==> src/rtl/dma_lite_copy_engine.sv <==
// AXI4-Lite word copy engine: reads one word from the source range, writes it
// to the destination range, and repeats until the command length is done.
// Only one AXI transaction is in flight at a time, and every AXI output is registered.
module dma_lite_copy_engine #(
  parameter int unsigned LEN_WIDTH  = 16,
  parameter int unsigned DATA_WIDTH = 32
) (
  input  logic                  clk,
  input  logic                  rst_n,
  input  logic                  start,
  input  logic [31:0]           src_addr,
  input  logic [31:0]           dst_addr,
  input  logic [LEN_WIDTH-1:0]  len_words,
  output logic                  busy,
  output logic                  done,
  output logic                  error,
  output logic [LEN_WIDTH-1:0]  words_done,
  output logic [31:0]           m_axi_awaddr,
  output logic                  m_axi_awvalid,
  input  logic                  m_axi_awready,
  output logic [DATA_WIDTH-1:0] m_axi_wdata,
  output logic [3:0]            m_axi_wstrb,
  output logic                  m_axi_wvalid,
  input  logic                  m_axi_wready,
  input  logic [1:0]            m_axi_bresp,
  input  logic                  m_axi_bvalid,
  output logic                  m_axi_bready,
  output logic [31:0]           m_axi_araddr,
  output logic                  m_axi_arvalid,
  input  logic                  m_axi_arready,
  input  logic [DATA_WIDTH-1:0] m_axi_rdata,
  input  logic [1:0]            m_axi_rresp,
  input  logic                  m_axi_rvalid,
  output logic                  m_axi_rready
);

  localparam int unsigned ADDR_W = 32;
  localparam logic [ADDR_W-1:0] WORD_MASK = 32'hFFFF_FFFC;
  localparam logic [ADDR_W-1:0] WORD_BYTES = 32'd4;

  typedef enum logic [2:0] {
    IDLE    = 3'd0,
    RD_ADDR = 3'd1,
    RD_DATA = 3'd2,
    WR      = 3'd3,
    WR_RESP = 3'd4,
    FINISH  = 3'd5
  } state_t;

  state_t                state_q, state_d;
  logic [ADDR_W-1:0]     src_q, src_d;
  logic [ADDR_W-1:0]     dst_q, dst_d;
  logic [LEN_WIDTH-1:0]  rem_q, rem_d;

  logic                  busy_d, done_d, error_d;
  logic [LEN_WIDTH-1:0]  words_done_d;
  logic [ADDR_W-1:0]     araddr_d, awaddr_d;
  logic                  arvalid_d, rready_d, awvalid_d, wvalid_d, bready_d;
  logic [DATA_WIDTH-1:0] wdata_d;

  // Write-channel handshakes that are still outstanding after this edge
  logic aw_pending, w_pending;
  assign aw_pending = m_axi_awvalid && !m_axi_awready;
  assign w_pending  = m_axi_wvalid  && !m_axi_wready;

  // Strobes are always full-word
  assign m_axi_wstrb = 4'hF;

  // Next-state, datapath and registered-output next values
  always_comb begin
    state_d      = state_q;
    src_d        = src_q;
    dst_d        = dst_q;
    rem_d        = rem_q;
    busy_d       = busy;
    done_d       = 1'b0;
    error_d      = error;
    words_done_d = words_done;
    araddr_d     = m_axi_araddr;
    arvalid_d    = m_axi_arvalid;
    rready_d     = m_axi_rready;
    awaddr_d     = m_axi_awaddr;
    awvalid_d    = m_axi_awvalid;
    wdata_d      = m_axi_wdata;
    wvalid_d     = m_axi_wvalid;
    bready_d     = m_axi_bready;

    case (state_q)
      IDLE: begin
        if (start) begin
          src_d        = src_addr & WORD_MASK;
          dst_d        = dst_addr & WORD_MASK;
          rem_d        = len_words;
          words_done_d = '0;
          error_d      = 1'b0;
          if (len_words == '0) begin
            state_d = FINISH;
            done_d  = 1'b1;
            busy_d  = 1'b0;
          end else begin
            state_d   = RD_ADDR;
            busy_d    = 1'b1;
            arvalid_d = 1'b1;
            araddr_d  = src_addr & WORD_MASK;
          end
        end
      end

      RD_ADDR: begin
        if (m_axi_arready) begin
          arvalid_d = 1'b0;
          rready_d  = 1'b1;
          state_d   = RD_DATA;
        end
      end

      RD_DATA: begin
        if (m_axi_rvalid) begin
          rready_d = 1'b0;
          wdata_d  = m_axi_rdata;
          if (m_axi_rresp != 2'b00) begin
            error_d = 1'b1;
            state_d = FINISH;
            done_d  = 1'b1;
            busy_d  = 1'b0;
          end else begin
            awaddr_d  = dst_q;
            awvalid_d = 1'b1;
            wvalid_d  = 1'b1;
            state_d   = WR;
          end
        end
      end

      WR: begin
        // AW and W retire independently; move on once neither is pending
        awvalid_d = aw_pending;
        wvalid_d  = w_pending;
        if (!aw_pending && !w_pending) begin
          bready_d = 1'b1;
          state_d  = WR_RESP;
        end
      end

      WR_RESP: begin
        if (m_axi_bvalid) begin
          bready_d = 1'b0;
          if (m_axi_bresp != 2'b00) begin
            error_d = 1'b1;
            state_d = FINISH;
            done_d  = 1'b1;
            busy_d  = 1'b0;
          end else begin
            words_done_d = words_done + LEN_WIDTH'(1);
            src_d        = src_q + WORD_BYTES;
            dst_d        = dst_q + WORD_BYTES;
            rem_d        = rem_q - LEN_WIDTH'(1);
            if (rem_q == LEN_WIDTH'(1)) begin
              state_d = FINISH;
              done_d  = 1'b1;
              busy_d  = 1'b0;
            end else begin
              state_d   = RD_ADDR;
              arvalid_d = 1'b1;
              araddr_d  = src_q + WORD_BYTES;
            end
          end
        end
      end

      FINISH: begin
        state_d = IDLE;
      end

      default: begin
        state_d = IDLE;
      end
    endcase
  end

  // State, datapath and output registers
  always_ff @(posedge clk or negedge rst_n) begin
    if (!rst_n) begin
      state_q       <= IDLE;
      src_q         <= '0;
      dst_q         <= '0;
      rem_q         <= '0;
      busy          <= 1'b0;
      done          <= 1'b0;
      error         <= 1'b0;
      words_done    <= '0;
      m_axi_araddr  <= '0;
      m_axi_arvalid <= 1'b0;
      m_axi_rready  <= 1'b0;
      m_axi_awaddr  <= '0;
      m_axi_awvalid <= 1'b0;
      m_axi_wdata   <= '0;
      m_axi_wvalid  <= 1'b0;
      m_axi_bready  <= 1'b0;
    end else begin
      state_q       <= state_d;
      src_q         <= src_d;
      dst_q         <= dst_d;
      rem_q         <= rem_d;
      busy          <= busy_d;
      done          <= done_d;
      error         <= error_d;
      words_done    <= words_done_d;
      m_axi_araddr  <= araddr_d;
      m_axi_arvalid <= arvalid_d;
      m_axi_rready  <= rready_d;
      m_axi_awaddr  <= awaddr_d;
      m_axi_awvalid <= awvalid_d;
      m_axi_wdata   <= wdata_d;
      m_axi_wvalid  <= wvalid_d;
      m_axi_bready  <= bready_d;
    end
  end

endmodule

==> config.mk <==
export PLATFORM = sky130hd
export DESIGN_NAME = dma_lite_copy_engine
export DESIGN_NICKNAME = d
export VERILOG_FILES = /design/src/rtl/dma_lite_copy_engine.sv
export SDC_FILE = /design/constraint.sdc
export NUM_CORES = 1
export LEC_CHECK = 0
export ABC_AREA = 1
export CAP_MARGIN = 25
export CORE_MARGIN = 3
export CORE_UTILIZATION = 51
export CTS_CLUSTER_DIAMETER = 120
export DETAILED_ROUTE_END_ITERATION = 7
export PLACE_DENSITY = 0.78
export SETUP_SLACK_MARGIN = 0.3
export SYNTH_ARGS = -nofsm -noshare
export SYNTH_HDL_FRONTEND = slang
export SYNTH_SLANG_ARGS = --single-unit
==> constraint.sdc <==
create_clock -name clk -period 2.2 [get_ports clk]
set_input_delay 0.44 -clock clk [delete_from_list [all_inputs] [get_ports clk]]
set_output_delay 0.44 -clock clk [all_outputs]
set_load 0.005 [all_outputs]
Word-level counts from Yosys, hierarchy flattened

Index checks and enable logic that the tools add are counted.
Widths: inputs -> output; s select.

Word-level logic and storage cells: 137
Register bits after elaboration: 203
Input port bits: 124

Add/sub/neg operators: 4
Bitwise logic cells: 1
Equality and inequality tests: 17
Reductions and logical operators: 28
Mux-type cells: 71

Operators by type and width:

| operator              | number |
|---|---|
| $mux 32               | 11 |
| $pmux 32 s2           | 3 |
| $mux 16               | 6 |
| $add 32x3->32 const B | 2 |
| $pmux 16 s2           | 2 |
| $mux 1                | 31 |
| $mux 3                | 9 |
| $ne 2x2->1 const B    | 11 |
| $reduce_and 6->1      | 3 |
| $add 16x1->16 const B | 1 |
| $eq 16x1->1 const B   | 1 |
| $logic_not 16->1      | 1 |
| $sub 16x1->16 const B | 1 |
| $pmux 3 s5            | 1 |
| $pmux 1 s3            | 4 |
| $reduce_and 3->1      | 4 |
| $reduce_bool 2->1     | 6 |
| $pmux 1 s2            | 4 |
| $reduce_and 7->1      | 1 |
| $eq 3x2->1 const B    | 2 |
| $reduce_bool 3->1     | 2 |
| $reduce_and 5->1      | 1 |
| $logic_not 1->1       | 4 |
| $reduce_and 4->1      | 1 |
| other kinds (7)       | 9 |

Depth between registers and ports, before layout

Gate-level depths: netlist of run 1.

Word-level depth: 6
Mapped depth: 12

Worst setup path before layout of run 1

No wires, ideal clock.

Path kind: register to register
Start: register src_q[2]
End: register src_q[28]
Required time: 2,082 ps
Period minus slack after synthesis: 1,645 ps
Setup slack: 555 ps
Setup time: 118 ps
Buffers on the path: 0
Arrival: 1,527 ps
Stages on the path, launching flop included: 11
Cells stage by stage: dfrtp_1 -> ha_1 -> nand3_1 -> nor2_1 -> nand2_1 -> inv_1 -> nand2_1 -> nand2_1 -> nand3_1 -> nand3_1 -> nand2_1

Cells in the longest elaborated chain, start to end: 4

RTL lines:

| element                | line | source |
|---|---|---|
| start, declared        | 51   | `logic [ADDR_W-1:0] src_q, src_d;` |
| start signal, assigned | 202  | `src_q <= src_d;` |
| $add 32x3->32          | 155  | `src_d = src_q + WORD_BYTES;` |
| $mux 32                | 148  | `if (m_axi_bresp != 2'b00) begin` |
| $mux 32                | 146  | `if (m_axi_bvalid) begin` |
| $pmux 32 s2            | 88   | `case (state_q)` |

No other way between the ends. The select of a mux whose other input is x is not followed.
A chain may end at the register's enable or synchronous reset.

Worst setup path in the final report of run 1

Start: register words_done[0]
End: output port words_done[0]

RTL lines:

| element                | line | source |
|---|---|---|
| start, declared        | 17   | `output logic [LEN_WIDTH-1:0] words_done,` |
| start signal, assigned | 208  | `words_done <= words_done_d;` |

No word-level cell between the ends.

==> results.yml, run 1 <==
power_and_ir_drop:
  leakage_nw: 6.72
  ir_drop_v: 0.000611
  pwr-share-comb: 0.470
  netSwitchingPower_mw: 7.61
  total_power_mw: 18.6
  p_sw_frac: 0.409
  pwr-share-clk: 0.171
  seqPwrFrac: 0.359
  p_per_area_mw_per_mm2: 1270
  cellInternalPower_mw: 11.0
clock_network:
  cts_buffer_depth: 2
  clk_pin_slew_ns: 0.08
  cts_tree: "built"
  clockRootBuffer: "clkbuf_16"
  cts-htree-levels: 4
  numCtsBuffers: 17
  cts.sinks: 199
  clock_latency_ns: 0.44
cells_and_area:
  diodes: 0
  final_cell_mix: "nand2_1, clkdlybuf4s50_1, nor2_1, dfrtp_1, nand3_1"
  mostFrequentLayoutCell: "nand2_1"
  fin_nets: 1935
  syn2layout_area_growth_pct: 33.0
  drive_gt1_frac: 0.0759
sta:
  worst_pin_slew_ns: 0.540
  period_needed_ns: 1.85
  finClkSkew_ns: 0.0154
  post-route-period-util: 0.840
  final-setup-viol-count: 0
  fmaxAchievable_ghz: 0.541
  relSlewSlack: 0.640
  finalHoldViolations: 0
  whs_ns: 0.472
  setup_slack_ns: 0.352
  setup_tns_ns: 0
  slew_violations: 0
  rsz0062_at_grt: "false"
critical_path:
  start_kind: "flip-flop"
  critPathCaptureType: "output port"
  worstPathMaxFanout: 7
  critPathBufInv: 1
  path_cells: "clkdlybuf4s50_1"
  slowest_delay_ns: 0.55
  critPathTopFamily: "buffers and inverters"
  critPathKind: "flip-flop to output port"
  critPathArrivalTime_ns: 1.41
  r2r_slack_ns: 0.41
  critPathRequiredTime_ns: 1.76
  cp_slowest_cell: "clkdlybuf4s50_1"
drt:
  viasPerCell: 5.31
  first_iter_violations: 938
  wl_per_cell_um: 15.6
  ant_nets: 0
  route.detailed.drc: 0
  via_count: 11112
  drtPass1Iterations: 6
  routed_wl_um: 32800
global_routing:
  grt.total_usage: 0.277
  grt.overflow.total: 0
  grt_pass1_vias: 10787
  grt_max_degree: 76
  grt_pass1_wl_um: 53700
  antenna_found_initial: 2
place:
  port_buffers: 237
  dp.final_hpwl_um: 23800
  globalplace.congestion: 0.917
  place_ws_ns: -0.0281
yosys:
  synth_area_leaders: "dfrtp_1, nand2_1, nor2_1"
  syn-instance-count: 1560
  ys_seq_elements: 199
  netlist_area_mm2: 0.0110
  yosys_warnings: 0
  synth_top_area_cell: "dfrtp_1"
  synth_top_area_share: 0.453
  synth_seq_area_share: 0.453
  ys_types: 38
  syn_avg_cell_area_um2: 7.04
die:
  dieArea_mm2: 0.0233
  die_x_um: 153
  die_y_um: 153
  fp.coreArea_mm2: 0.0211
  io_pins: 248
  start_util: 0.521
  std_cell_rows: 53
status:
  status: "finished clean"
hold_path:
  hold_class: "flip-flop to flip-flop"
job:
  cap_violations: 0
logic make-up after synthesis:
| kind of cell | count (synthesis) | share of synthesized area |
|---|---|---|
| DFF | 199 | 0.453 |
| buffers and inverters | 173 | 0.0696 |
| adders and majority gates | 5 | 0.00569 |
| AOI/OAI and AO/OA | 162 | 0.0786 |
| and+or+nand+nor | 999 | 0.375 |
| xor gates and xnor gates | 15 | 0.0120 |
| muxes | 5 | 0.00512 |
| other | 2 | 0.000683 |
worst paths after layout:
| path | startpoint | end | depth (start not counted) |
|---|---|---|---|
| setup / recovery | words_done[0] | words_done[0] | 1 |
| hold / removal | m_axi_wdata[6] | m_axi_wdata[6] | 2 |
| setup reg to reg | dst_q[2] | dst_q[26] | 10 |
| hold reg to reg | m_axi_wdata[6] | m_axi_wdata[6] | 2 |
| max in group asynchronous | rst_n | state_q[2] | 3 |
| min in group asynchronous | rst_n | m_axi_araddr[25] | 2 |
stage by stage:
step | cells | util | instance area (µm²)
3_5_place_dp | 2057 | 0.659 | 13900
6_report | 2094 | 0.693 | 14600
3_3_place_gp | 2057 | 0.659 | 13900
5_1_grt | 2094 | 0.693 | 14600
4_1_cts | 2090 | 0.688 | 14500
2_1_floorplan | 1564 | - | 11000
timing repair:
| item | CTS | global route |
|---|---|---|
| setup endpoints to repair | 3 | 101 |
| hold endpoints to repair | 6 | 0 |
| resized for setup | 3 | 23 |
| setup buffers | 0 | 3 |
| hold buffers | 1 | 0 |
| cloned | 0 | 1 |
synthesized netlist by cell type (all sizes together):
master,number
nand2,597
nor2,212
dfrtp,199
nand3,138
o21ai,116
inv,110
buf,41
clkbuf,22
a21oi,21
nand4,20
or2,18
xor2,10
nor3,9
o22ai,6
ha,5
mux2,5
o211ai,5
xnor2,5
a31oi,4
o21a,4
nand3b,3
a22oi,2
conb,2
o21bai,2
a22o,1
and2,1
nor3b,1
o2111ai,1
metal layers:
| layer | vias to the layer above | track usage | routed length, µm |
|---|---|---|---|
| met2 | 429 | 0.446 | 15300 |
| li1 | 5445 | - | - |
| met4 | 4 | 0.0721 | 563 |
| met5 | - | 0 | 27 |
| met3 | 46 | 0.0781 | 2850 |
| met1 | 5188 | 0.373 | 14000 |
sequential cells by signal (all words and copies together) (netlist names), 3 cells and up:
name,flops
src_q,32
m_axi_awaddr,30
m_axi_wdata,32
dst_q,30
state_q,3
words_done,16
m_axi_araddr,32
rem_q,16
area by class of cell:
cell class / count / area (µm²)
Inverter: 110 / 419
Tap cell: 275 / 344
Timing Repair Buffer: 286 / 2980
Multi-Input combinational cell: 1192 / 5300
Fill cell: 1785 / 6470
Clock buffer: 17 / 425
Sequential cell: 199 / 4990
Clock inverter: 15 / 161
power groups by stage:
stage / logic, mW / clock network [mW] / registers, mW
floorplan: 4.77 / 0 / 6.41
global placement: 8.31 / 0 / 6.61
detailed placement: 8.54 / 0 / 6.65
CTS: 8.59 / 3.22 / 6.63
global route: 9.80 / 3.36 / 6.90
finish: 8.75 / 3.18 / 6.68
No activity file was read; power rests on OpenSTA's default activity.
==> run 2, diff against run 1 <==
Clock period 2.2 ns to 1.9 ns, I/O delays scaled along.
==> run 2 against run 1 <==
Net effect: sequential power grew 17%; sequential share of layout area decreased by 4.8 points; final area is 17% higher; global-route usage up 2.6 points; clock-buffer cell count did not move; clock power is 19% higher; core utilization increased by 12 points; largest power group unchanged; first-iteration DRC count increased by 49%; sequential cell count unchanged; via count is 13% higher; die area stayed put; routed wire length rose by 26%.
==> results.yml, run 2 (synthesized netlist as in run 1, its figures left out) <==
status:
  status: "finished clean"
critical_path:
  path_cells: "inv_2 > nand2_2 > inv_4 > nand2_4 > nand2_4 > buf_12 > nor2_8 > buf_6 > buf_16 > o21ai_0 > o21bai_1 > nand2_1"
  critPathKind: "flip-flop to flip-flop"
  worstPathMaxFanout: 5
  cpMostUsedCell: "nand2_4"
  cp_slowest_cell: "dfrtp_2"
  critPathCaptureType: "flip-flop"
  start_kind: "flip-flop"
  critPathArrivalTime_ns: 2.20
  critPathRequiredTime_ns: 2.22
  slowest_delay_ns: 0.41
cells_and_area:
  drive_gt1_frac: 0.228
  mostFrequentLayoutCell: "nand2_1"
  reg_top3: "m_axi_araddr (32), m_axi_wdata (32), src_q (32)"
  final_cell_mix: "nand2_1, dfrtp_1, nor2_1, nand3_1"
  fin_nets: 2067
  syn2layout_area_growth_pct: 55.3
clock_network:
  clockRootBuffer: "clkbuf_16"
  cts.sinks: 199
  clock_latency_ns: 0.46
  numCtsBuffers: 17
  cts_buffer_depth: 2
  clk_pin_slew_ns: 0.08
  cts-htree-levels: 4
  cts_tree: "built"
place:
  globalplace.congestion: 0.937
  dp.final_hpwl_um: 24200
  port_buffers: 237
die:
  die_y_um: 153
  fp.coreArea_mm2: 0.0211
  dieArea_mm2: 0.0233
  std_cell_rows: 53
  start_util: 0.521
  io_pins: 248
  die_x_um: 153
drt:
  ant_nets: 0
  wl_per_cell_um: 18.6
  via_count: 12566
  routed_wl_um: 41400
  drtPass1Iterations: 5
  viasPerCell: 5.64
  first_iter_violations: 1393
  route.detailed.drc: 0
sta:
  slew_violations: 0
  finalHoldViolations: 0
  period_needed_ns: 1.88
  rsz0062_at_grt: "true"
  final-setup-viol-count: 0
  fmaxAchievable_ghz: 0.532
  whs_ns: 0.388
  post-route-period-util: 0.990
  finClkSkew_ns: 0.0131
global_routing:
  antenna_found_initial: 3
  grt_max_degree: 59
  grt_pass1_vias: 11731
  grt.overflow.total: 0
  grt_pass1_wl_um: 58400
  grt.total_usage: 0.304
power_and_ir_drop:
  ir_drop_v: 0.00103
  leakage_nw: 8.22
  total_power_mw: 26.8
  p_per_area_mw_per_mm2: 1570
hold_path:
  hold_class: "primary input to asynchronous set/reset pin"
job:
  cap_violations: 0
==> run 2: power by group <==
| part | internal, mW | total, mW | switching, mW |
|---|---|---|---|
| sequential | 6.11 | 7.81 | 1.70 |
| combinational | 7.35 | 15.2 | 7.87 |
| clock | 1.79 | 3.77 | 1.98 |
==> run 2: per-stage QoR <==
stage | utilization | instances | TNS [ns] | instance area, µm² | setup slack [ns]
after floorplan | - | 1564 | 0 | 11000 | 0.307
after global placement | 0.670 | 2088 | -15.68 | 14100 | -0.216
after detailed placement | 0.670 | 2088 | -17.04 | 14100 | -0.234
after CTS | 0.748 | 2191 | 0 | 15800 | 0.170
after global routing | 0.810 | 2229 | -0.0442 | 17100 | -0.0314
final | 0.810 | 2229 | 0 | 17100 | 0.0191
==> run 2: routing by layer <==
metal	vias to the layer above	share of wire	track usage
met1	5844	0.38	0.388
met5	-	0	0
met2	818	0.47	0.491
li1	5733	-	-
met3	171	0.11	0.0858
met4	0	0.043	0.121
==> run 2: final cells by class <==
cell class	instances	area (µm²)
fillers	1389	4020
multi-input cells	1192	6130
clock buffers	17	425
flip-flops and latches	199	5000
inverters	110	430
diodes	3	7.51
repair buffers	418	4550
well taps	275	344
clock inverters	15	181
==> run 2: path summary, 6_finish.rpt <==
path,to,slack [ns],cells after the start,from
max in group asynchronous,state_q[2],0.89,3,rst_n
max reg2reg,rem_q[9],0.02,12,state_q[2]
max,rem_q[9],0.02,12,state_q[2]
min,m_axi_araddr[27],0.39,2,rst_n
min reg2reg,m_axi_wdata[8],0.47,2,m_axi_wdata[8]
min in group clk,m_axi_wdata[11],0.45,3,m_axi_rdata[11]
==> run 2: critical path, delay by kind of cell (launching register included) <==
kind,cells,cell delay [ns]
buffers and inverters,5,0.49
flip-flops,1,0.41
AO/OA/AOI/OAI,2,0.31
AND/OR/NAND/NOR,5,0.52
==> run 2: timing repair <==
item / in CTS / in global routing
pin swaps: 20 / 53
hold buffers: 1 / 0
hold endpoints to repair: 27 / 0
buffers inserted: 60 / 19
resized for setup: 244 / 242
setup endpoints to repair: 248 / 186
gates cloned: 10 / 16
